--- config.mk ---
export PLATFORM = sky130hd
export DESIGN_NAME = if_inst_collect
export DESIGN_NICKNAME = d
export VERILOG_FILES = /design/src/rtl/if_inst_collect.sv
export SDC_FILE = /design/constraint.sdc
export NUM_CORES = 1
export LEC_CHECK = 0
export ABC_CLOCK_PERIOD_IN_PS = 2070
export CAP_MARGIN = 20
export CORE_MARGIN = 2
export CORE_UTILIZATION = 39
export DETAILED_ROUTE_END_ITERATION = 10
export PLACE_DENSITY = 0.81
export SLEW_MARGIN = 20
export SYNTH_ARGS = -nofsm -noshare
export SYNTH_HDL_FRONTEND = slang
export SYNTH_SLANG_ARGS = --single-unit
--- constraint.sdc ---
create_clock -name clk -period 2.07 [get_ports clk]
set_input_delay 0.207 -clock clk [delete_from_list [all_inputs] [get_ports clk]]
set_output_delay 0.207 -clock clk [all_outputs]
set_load 0.02 [all_outputs]
--- src/rtl/if_inst_collect.sv ---
// IF-stage fetch-response collector: pairs the IPF/IF entry with the I-cache word,
// stalls IPF/IF while the word is outstanding, holds it across ID stalls, drops squashed responses.
module if_inst_collect (
  input  logic        clk,
  input  logic        rst_n,
  input  logic        ipf_if_valid,
  input  logic [31:0] ipf_if_exc,
  input  logic        ipf_if_inst_miss,
  input  logic        ipf_if_inst_valid,
  input  logic        inst_req_fire,
  input  logic        inst_rdata_valid,
  input  logic [31:0] inst_rdata,
  input  logic        id_stall,
  input  logic        if_flush,
  output logic        fetch_stall,
  output logic        if_valid,
  output logic [31:0] instruction,
  output logic [31:0] if_exc_type,
  output logic        resp_err
);

  typedef enum logic [1:0] {
    IDLE = 2'd0,
    WAIT = 2'd1,
    HOLD = 2'd2
  } state_t;

  state_t      state_reg, state_next;
  logic [1:0]  cnt_reg, cnt_next;
  logic [1:0]  drop_cnt_reg, drop_cnt_next;
  logic [31:0] hold_reg, hold_next;
  logic        resp_err_reg, resp_err_next;

  logic exc_entry;
  logic fetch_ok;
  logic resp_use;
  logic cnt_overflow;
  logic cnt_underflow;
  logic capture;

  assign exc_entry = (|ipf_if_exc) | ipf_if_inst_miss | ~ipf_if_inst_valid;
  assign fetch_ok  = ipf_if_valid & ~exc_entry;
  assign resp_use  = inst_rdata_valid & (drop_cnt_reg == 2'd0);

  assign cnt_overflow  = (cnt_reg == 2'd3) & inst_req_fire & ~inst_rdata_valid;
  assign cnt_underflow = (cnt_reg == 2'd0) & inst_rdata_valid & ~inst_req_fire;

  // Word arrives while ID is stalled: park it until ID can take it.
  assign capture = ~if_flush & (state_reg != HOLD) & resp_use & fetch_ok & id_stall;

  // State register
  always_ff @(posedge clk) begin
    if (!rst_n) begin
      state_reg <= IDLE;
    end else begin
      state_reg <= state_next;
    end
  end

  // Next-state logic
  always_comb begin
    state_next = state_reg;
    if (if_flush) begin
      state_next = IDLE;
    end else begin
      case (state_reg)
        IDLE, WAIT: begin
          if (resp_use && fetch_ok) begin
            state_next = id_stall ? HOLD : IDLE;
          end else if (state_reg == IDLE && fetch_ok) begin
            state_next = WAIT;
          end
        end
        HOLD: begin
          if (!id_stall) begin
            state_next = IDLE;
          end
        end
        default: state_next = IDLE;
      endcase
    end
  end

  // Response bookkeeping
  always_comb begin
    cnt_next      = cnt_reg + {1'b0, inst_req_fire} - {1'b0, inst_rdata_valid};
    drop_cnt_next = drop_cnt_reg;
    hold_next     = hold_reg;
    resp_err_next = resp_err_reg | cnt_overflow | cnt_underflow;
    if (if_flush) begin
      // Everything still in flight, including this cycle's request, belongs to the squashed path.
      drop_cnt_next = cnt_next;
      hold_next     = 32'd0;
    end else begin
      if (inst_rdata_valid && drop_cnt_reg != 2'd0) begin
        drop_cnt_next = drop_cnt_reg - 2'd1;
      end
      if (resp_use && !fetch_ok) begin
        resp_err_next = 1'b1;
      end
      if (capture) begin
        hold_next = inst_rdata;
      end
    end
  end

  always_ff @(posedge clk) begin
    if (!rst_n) begin
      cnt_reg      <= 2'd0;
      drop_cnt_reg <= 2'd0;
      hold_reg     <= 32'd0;
      resp_err_reg <= 1'b0;
    end else begin
      cnt_reg      <= cnt_next;
      drop_cnt_reg <= drop_cnt_next;
      hold_reg     <= hold_next;
      resp_err_reg <= resp_err_next;
    end
  end

  // Output logic
  always_comb begin
    if_valid    = ~if_flush & ipf_if_valid & (exc_entry | resp_use | (state_reg == HOLD));
    fetch_stall = fetch_ok & (state_reg != HOLD) & ~resp_use;
    if_exc_type = ipf_if_exc
                | {29'd0, ipf_if_inst_miss, 2'b00}
                | {28'd0, ~ipf_if_inst_miss & ~ipf_if_inst_valid, 3'b000};
    if (exc_entry) begin
      instruction = 32'd0;
    end else if (state_reg == HOLD) begin
      instruction = hold_reg;
    end else begin
      instruction = inst_rdata;
    end
  end

  assign resp_err = resp_err_reg;

endmodule

# Word-level counts from Yosys, hierarchy flattened

Cells that the tools add are included.

Register bits after elaboration: 39
Input bits: 73
Output and inout port bits: 67

Add/subtract/negate cells: 3
Equality and inequality tests: 6
Mux-type cells: 11
Bitwise operators: 31
Reduce and logical (&&, ||, !) cells: 14

Operators with widths:

| cell                                                                  | count |
|---|---|
| 32-bit two-way mux                                                    | 2 |
| 32-bit by 3-bit OR with 32-bit output                                 | 1 |
| 32-bit by 4-bit OR with 32-bit output                                 | 1 |
| 32-bit OR reduction                                                   | 1 |
| 1-bit bitwise AND                                                     | 15 |
| 2-bit two-way mux                                                     | 6 |
| 1-bit inverter                                                        | 8 |
| 2-bit zero test                                                       | 3 |
| 1-bit OR                                                              | 6 |
| 2-bit equality test, second input constant                            | 2 |
| 1-bit logical AND                                                     | 4 |
| 2-bit != test, second input constant                                  | 2 |
| 2-bit case mux with 2 select lines                                    | 1 |
| 2-bit nonzero test                                                    | 2 |
| 2-bit OR reduction                                                    | 2 |
| 3-bit != test, second input constant                                  | 1 |
| 2-bit by 1-bit adder with 2-bit output                                | 1 |
| 2-bit by 1-bit equality test with 1-bit output, second input constant | 1 |
| 1-bit two-way mux                                                     | 2 |
| 2-bit AND reduction                                                   | 1 |
| 2-bit by 1-bit subtractor with 2-bit output                           | 1 |
| 2-bit by 1-bit subtractor with 2-bit output, second input constant    | 1 |
| 1-bit zero test                                                       | 1 |

# Longest topological paths before layout

Gate-level depths: netlist of the first run.

Depth in word-level cells: 9
Depth in mapped cells: 8
Mapped depth without buffers: 8

# Least setup slack after synthesis of the first run

OpenSTA, ideal clock, no wires.

Kind: input -> output
Start: input ipf_if_exc[2]
End: output fetch_stall
Arrival time: 1.920 ns
Required time: 1.863 ns
Setup slack: -0.057 ns
Stages: 5
Buffers on the path: 1
Cells stage by stage: or2_1 nand2b_1 or3_1 buf_6 nor4_1

Word-level cells in the longest chain between the ends: 7

Ends and longest elaborated chain:

| what                            | RTL line | RTL |
|---|---|---|
| start, declared                 | 7        | `input logic [31:0] ipf_if_exc,` |
| 32-bit OR reduction             | 41       | `assign exc_entry = (\|ipf_if_exc) \| ipf_if_inst_miss \| ~ipf_if_inst_valid;` |
| 1-bit OR (2 in series)          | 41       |  |
| 1-bit inverter                  | 42       | `assign fetch_ok = ipf_if_valid & ~exc_entry;` |
| 1-bit bitwise AND               | 42       |  |
| 1-bit bitwise AND (2 in series) | 124      | `fetch_stall = fetch_ok & (state_reg != HOLD) & ~resp_use;` |
| end, declared                   | 15       | `output logic fetch_stall,` |

Every way passes these cells.

# Worst setup path after layout of the first run

Start: input ipf_if_inst_miss
End: output if_valid

Word-level cells in the longest chain between the ends: 5

Ends and longest elaborated chain:

| what                   | RTL line | RTL |
|---|---|---|
| start, declared        | 8        | `input logic ipf_if_inst_miss,` |
| 1-bit OR (2 in series) | 41       |  |
| 1-bit OR (2 in series) | 123      | `if_valid = ~if_flush & ipf_if_valid & (exc_entry \| resp_use \| (state_reg == HOLD));` |
| 1-bit bitwise AND      | 123      |  |
| end, declared          | 16       | `output logic if_valid,` |

Every way passes these cells.

==> results of run 1 <==
[worst max-delay path, cell delays in order]
cell and delay, ps:
clkdlybuf4s15_1 170, or2_1 220, nand2b_4 150, or3_4 510, o311a_4 430, buf_6 140
[cell usage in the layout, fill, tap and decap left out, types with 2 or more instances in the layout]
master	Yosys	routed
nand2_1	132	132
clkdlybuf4s50_1	0	71
buf_4	30	57
dfxtp_1	39	39
mux2i_1	32	32
clkbuf_2	0	23
a21oi_1	33	19
a21oi_2	0	13
buf_2	3	7
inv_1	6	6
nor4_2	3	6
clkbuf_8	0	5
clkdlybuf4s15_1	0	5
dlygate4sd2_1	0	5
buf_12	0	5
and2_1	3	3
nor2_1	3	3
xnor2_1	3	3
ha_1	3	3
nand3_1	2	2
nor4b_4	1	2
nor4_4	0	2
clkbuf_1	12	2
clkbuf_16	0	2
buf_6	4	2
[power breakdown]
part / internal (mW) / switching (mW) / leakage [nW]
clock: 0.237 / 0.262 / 0.0422
sequential: 0.770 / 0.0139 / 0.315
combinational: 0.250 / 0.212 / 1.34
total: 1.26 / 0.488 / 1.70
[how the worst max path moves through the flow]
stage / endpoint / cells past startpoint / slack, ps / from
2_1_floorplan: instruction[10] / 6 / 150 / ipf_if_exc[2]
3_3_place_gp: fetch_stall / 6 / -760 / ipf_if_exc[4]
3_5_place_dp: fetch_stall / 6 / -770 / ipf_if_exc[4]
4_1_cts: if_valid / 6 / 2 / ipf_if_exc[28]
5_1_grt: if_valid / 6 / 5 / ipf_if_exc[23]
6_report: if_valid / 6 / 40 / ipf_if_inst_miss
[layout make-up]
cell class | count | area [um^2] | area share
Clock buffer | 7 | 76.3 | 0.0187
Clock inverter | 1 | 5.00 | 0.00123
Inverter | 6 | 22.5 | 0.00553
Multi-Input combinational cell | 241 | 1510 | 0.370
Sequential cell | 39 | 781 | 0.192
Tap cell | 77 | 96.3 | 0.0237
Timing Repair Buffer | 178 | 1580 | 0.389
[per-layer routing]
| metal | GRT usage | wire (um) | vias to the layer above |
|---|---|---|---|
| met2 | 0.387 | 4200 | 101 |
| met4 | 0.0777 | 159 | 0 |
| met1 | 0.233 | 3150 | 1271 |
| met5 | 0 | 0 | - |
| li1 | - | - | 1357 |
| met3 | 0.0682 | 606 | 13 |
[synthesized netlist by cell type (all sizes together) (6+ instances only)]
master and instances:
dfxtp 39, clkbuf 12, inv 6, nor4 9, nand2 132, mux2i 32, buf 39, a21oi 33
[through the flow]
| step | cell area (um^2) | hold slack (ps) | setup TNS, ps |
|---|---|---|---|
| after floorplan | 2500 | 331 | 0 |
| after global placement | 3930 | 443 | -26170 |
| after detailed placement | 3930 | 449 | -28700 |
| after CTS | 3980 | 460 | 0 |
| after global routing | 4070 | 467 | 0 |
| final | 4070 | 461 | 0 |
[cells by family (layout without fill, tap and decap cells)]
| kind of cell | after synthesis | count (layout) |
|---|---|---|
| xor+xnor | 3 | 3 |
| compound gates | 41 | 41 |
| flops | 39 | 39 |
| fa+ha+maj | 3 | 3 |
| mux | 32 | 32 |
| simple gates | 162 | 162 |
| buf+inv | 57 | 192 |
[what timing repair did]
action,CTS,global route
buffers inserted,5,1
resized for setup,198,89
gates cloned,1,2
hold buffers,0,0
endpoints found under the setup margin,34,55
pin swaps,14,13
==> flow_metrics.py, run 1 <==
metrics = {
    "global_route": {
        "grt_start_max_net_pins": 37,
        "grt_pass1_vias": 2684,
        "grt_pass1_wl_um": 12300,
        "grtUsageTotal": 0.215,
        "antenna_found_initial": 0,
        "grt-ovfl-total": 0,
    },
    "synth": {
        "synth_nets": 413,
        "yosys.area_share.adder": 0.0150,
        "synth_compound_area_frac": 0.0967,
        "synth_mux_area_frac": 0.128,
        "synth_seq_cells": 39,
        "synth.cell_area_mm2": 0.00250,
        "synthCells": 337,
        "synthFlopType": "dfxtp_1",
        "synth_xor_area_frac": 0.0105,
        "synth_top_cell_area_share": 0.313,
        "synthDistinctLibCells": 35,
        "synthArstFlopShare": 0,
        "yosys.area_share.simple": 0.293,
        "yosys_warnings": 0,
        "synth_edf_count": 0,
        "syn_area_per_cell_um2": 7.41,
        "yosys.area.top_type": "dfxtp_1",
        "synth_top_family_by_area": "simple AND/OR/NAND/NOR gates",
        "synth-seq-area-share": 0.313,
        "yosys-top-cells-area": "dfxtp_1, nand2_1, mux2i_1",
    },
    "timing": {
        "hold_viol": 0,
        "fin_crit_sh": 0.979,
        "slew_headroom": 0.762,
        "setup_ws_ps": 42.5,
        "min_period_ps": 2030,
        "skew_ps": 9.51,
        "slew_violations": 0,
        "worst_pin_slew_ps": 358,
        "rsz0062_at_grt": "false",
        "final-setup-viol-count": 0,
        "clock.fmax_mhz": 493,
    },
    "clocking": {
        "cts_tree": "done",
        "numCtsBuffers": 5,
        "clkSinkCount": 39,
        "root_buffer": "clkbuf_8",
        "clockBufferDepth": 2,
        "clk_pin_slew_ps": 70,
        "clk_latency_ps": 280,
        "htreeDepth": 2,
    },
    "drt": {
        "wire_per_inst_um": 14.8,
        "vias": 2742,
        "drc": 0,
        "firstDrtPassIters": 4,
        "routed_wl_um": 8110,
        "viasPerCell": 4.99,
        "ant_nets": 0,
        "initialDrtViolationCount": 84,
    },
    "finish": {
        "areaGrowthSynthToFinish_pct": 63.0,
        "nNetsFinal": 547,
        "num_antenna_cells": 0,
        "nFillCells": 544,
        "largest_reg_flops": 32,
        "drive_gt1_frac": 0.286,
        "fin_util": 0.649,
        "layout.cells.non_filler": 549,
    },
    "power": {
        "p_leak_nw": 1.70,
        "powerDensity_mw_per_mm2": 428,
        "power_mw": 1.74,
        "ir_drop_mv": 0.236,
    },
    "place": {
        "port_buffers": 139,
        "pre_cts_slack_ps": -766,
        "dp_cells": 532,
        "routabilityCongestion": 0.831,
        "hpwl_um": 5770,
    },
    "die": {
        "fp.dieH_um": 84.0,
        "placementRows": 29,
        "start_util": 0.398,
        "ios": 140,
        "coreArea_mm2": 0.00628,
        "dieArea_mm2": 0.00706,
        "die_width_um": 84.0,
    },
    "setup_path": {
        "rr_startpoint": "drop_cnt_reg[0]",
        "crit_arrival_ps": 1820,
        "crit_type": "in2out",
        "worstPathRequired_ps": 1860,
        "r2r.worst_path.cells": 7,
        "crit_path_start_kind": "input port",
        "cp_max_fo": 7,
        "r2r_setup_slack_ps": 270,
        "rr_endpoint": "hold_reg[2]",
        "endpoint_kind": "output port",
    },
    "outcome": {
        "status": "finished clean",
    },
    "flow_run": {
        "max_cap_viol_count": 0,
    },
    "hold_path": {
        "hold_path_class": "reg2reg",
        "whs_path_depth": 2,
        "holdPathEnd": "hold_reg[13]",
        "worstHoldStart": "hold_reg[13]",
    },
}
(Power assumes the default switching activity.)
==> run 2: changes to the inputs <==
--- a/config.mk
+++ b/config.mk
@@ -9,7 +9,9 @@
 export CAP_MARGIN = 20
 export CORE_MARGIN = 2
 export CORE_UTILIZATION = 39
+export CTS_CLUSTER_DIAMETER = 150
 export DETAILED_ROUTE_END_ITERATION = 10
+export MAX_ROUTING_LAYER = met4
 export PLACE_DENSITY = 0.81
 export SLEW_MARGIN = 20
 export SYNTH_ARGS = -nofsm -noshare
==> run 2 against run 1 <==
Core utilization is the same. Final cell count is the same. Critical path depth is the same. Via count grew 0.44%. Die area is the same. Highest routed layer unchanged.
==> flow_metrics.py, run 2 (synthesized netlist as in run 1, its figures left out) <==
metrics = {
    "die": {
        "dieArea_mm2": 0.00706,
        "ios": 140,
        "start_util": 0.398,
        "fp.dieH_um": 84.0,
        "coreArea_mm2": 0.00628,
        "placementRows": 29,
        "die_width_um": 84.0,
    },
    "timing": {
        "fin_crit_sh": 0.979,
        "worst_pin_slew_ps": 352,
        "clock.fmax_mhz": 494,
        "final-setup-viol-count": 0,
        "hold_viol": 0,
        "slew_headroom": 0.765,
        "rsz0062_at_grt": "false",
        "skew_ps": 8.93,
        "slew_violations": 0,
        "min_period_ps": 2030,
    },
    "flow_run": {
        "max_cap_viol_count": 0,
    },
    "place": {
        "dp_cells": 532,
        "hpwl_um": 5770,
        "placed_area_mm2": 0.00393,
        "port_buffers": 139,
        "routabilityCongestion": 0.844,
    },
    "clocking": {
        "numCtsBuffers": 5,
        "clkSinkCount": 39,
        "root_buffer": "clkbuf_8",
        "clk_pin_slew_ps": 70,
        "clockBufferDepth": 2,
        "htreeDepth": 2,
        "cts_tree": "done",
        "clk_latency_ps": 280,
        "cts.hold.buffers_added": 0,
    },
    "hold_path": {
        "holdPathEnd": "hold_reg[13]",
        "hold_path_class": "reg2reg",
        "whs_path_depth": 2,
        "worstHoldStart": "hold_reg[13]",
    },
    "setup_path": {
        "crit_buf_inv": 2,
        "crit_family": "simple AND/OR/NAND/NOR gates",
        "cp_max_fo": 7,
        "crit_arrival_ps": 1820,
        "cp.depth": 6,
        "critPathSlowestCell": "or3_4",
        "r2r.worst_path.cells": 7,
        "crit_path_start_kind": "input port",
        "endpoint_kind": "output port",
        "cp_cell_sequence": "clkdlybuf4s15_1, or2_1, nand2b_4, or3_4, o311a_4, buf_6",
        "max_stage_delay_ps": 510,
        "startpoint": "ipf_if_inst_miss",
        "crit_type": "in2out",
        "rr_endpoint": "hold_reg[2]",
        "rr_startpoint": "drop_cnt_reg[0]",
        "r2r_setup_slack_ps": 260,
        "worstPathRequired_ps": 1860,
    },
    "finish": {
        "final_cell_mix": "nand2_1, clkdlybuf4s50_1, buf_4, dfxtp_1, mux2i_1",
        "fin_area_mm2": 0.00407,
        "nNetsFinal": 547,
        "largest_reg_flops": 32,
        "fin_util": 0.649,
        "final_common_cell": "nand2_1",
        "layout.cells.non_filler": 549,
        "drive_gt1_frac": 0.286,
        "num_antenna_cells": 0,
        "areaGrowthSynthToFinish_pct": 63.0,
    },
    "global_route": {
        "grtUsageTotal": 0.220,
        "antenna_found_initial": 0,
        "grt_pass1_wl_um": 12300,
        "grt_pass1_vias": 2698,
        "grt-ovfl-total": 0,
        "grt_start_max_net_pins": 37,
    },
    "drt": {
        "initialDrtViolationCount": 60,
        "routed_wl_um": 8100,
        "viasPerCell": 5.02,
        "wire_per_inst_um": 14.7,
        "vias": 2754,
        "drc": 0,
        "firstDrtPassIters": 4,
        "ant_nets": 0,
    },
    "outcome": {
        "status": "finished clean",
    },
    "power": {
        "power_mw": 1.74,
        "powerDensity_mw_per_mm2": 429,
        "ir_drop_mv": 0.235,
        "p_leak_nw": 1.70,
    },
}
==> run 2: cell counts in the layout (fill, tap and decap cells not counted) <==
No cell type changed its count.
==> run 2: report_power, final <==
part           internal (mW)  total (mW)  switching [mW]
registers              0.770       0.784          0.0139
clock network          0.237       0.499           0.262
logic                  0.250       0.462           0.212
==> run 2: cell type report <==
cell class / instances / area [um^2]
fillers: 544 / 2210
repair buffers: 178 / 1580
multi-input cells: 241 / 1510
flip-flops and latches: 39 / 781
well taps: 77 / 96.3
clock buffers: 7 / 76.3
inverters: 6 / 22.5
clock inverters: 1 / 5.00
==> run 2: what timing repair did <==
item	CTS	global route
gates cloned	1	2
setup endpoints to repair	34	56
pin swaps	14	13
setup buffers	5	1
gates resized for setup	198	89
==> run 2: worst max-delay path by stage <==
| stage | to |
|---|---|
| floorplan | instruction[10] |
| global placement | fetch_stall |
| detailed placement | fetch_stall |
| CTS | if_valid |
| global route | if_valid |
| finish | if_valid |
==> run 2: worst min-delay path, delay by kind of cell (launching register included) <==
kind	cells	cell delay, ps
simple gates	1	50
flops	1	320
mux	1	50
==> run 2: routing by layer <==
| metal | routed length, um | vias to the layer above | part of all wire | track usage |
|---|---|---|---|---|
| met5 | 0 | - | 0 | - |
| met4 | 161 | 0 | 0.020 | 0.0777 |
| met3 | 552 | 13 | 0.068 | 0.0554 |
| met2 | 4200 | 107 | 0.52 | 0.389 |
| met1 | 3180 | 1279 | 0.39 | 0.239 |
| li1 | - | 1355 | - | - |
==> run 2: stage by stage <==
step / setup WS [ps] / hold slack, ps / setup TNS, ps
global placement: -756 / 443 / -26170
detailed placement: -766 / 449 / -28700
floorplan: 147 / 331 / 0
finish: 44.1 / 461 / 0
global route: 5.39 / 467 / 0
CTS: 2.35 / 460 / 0
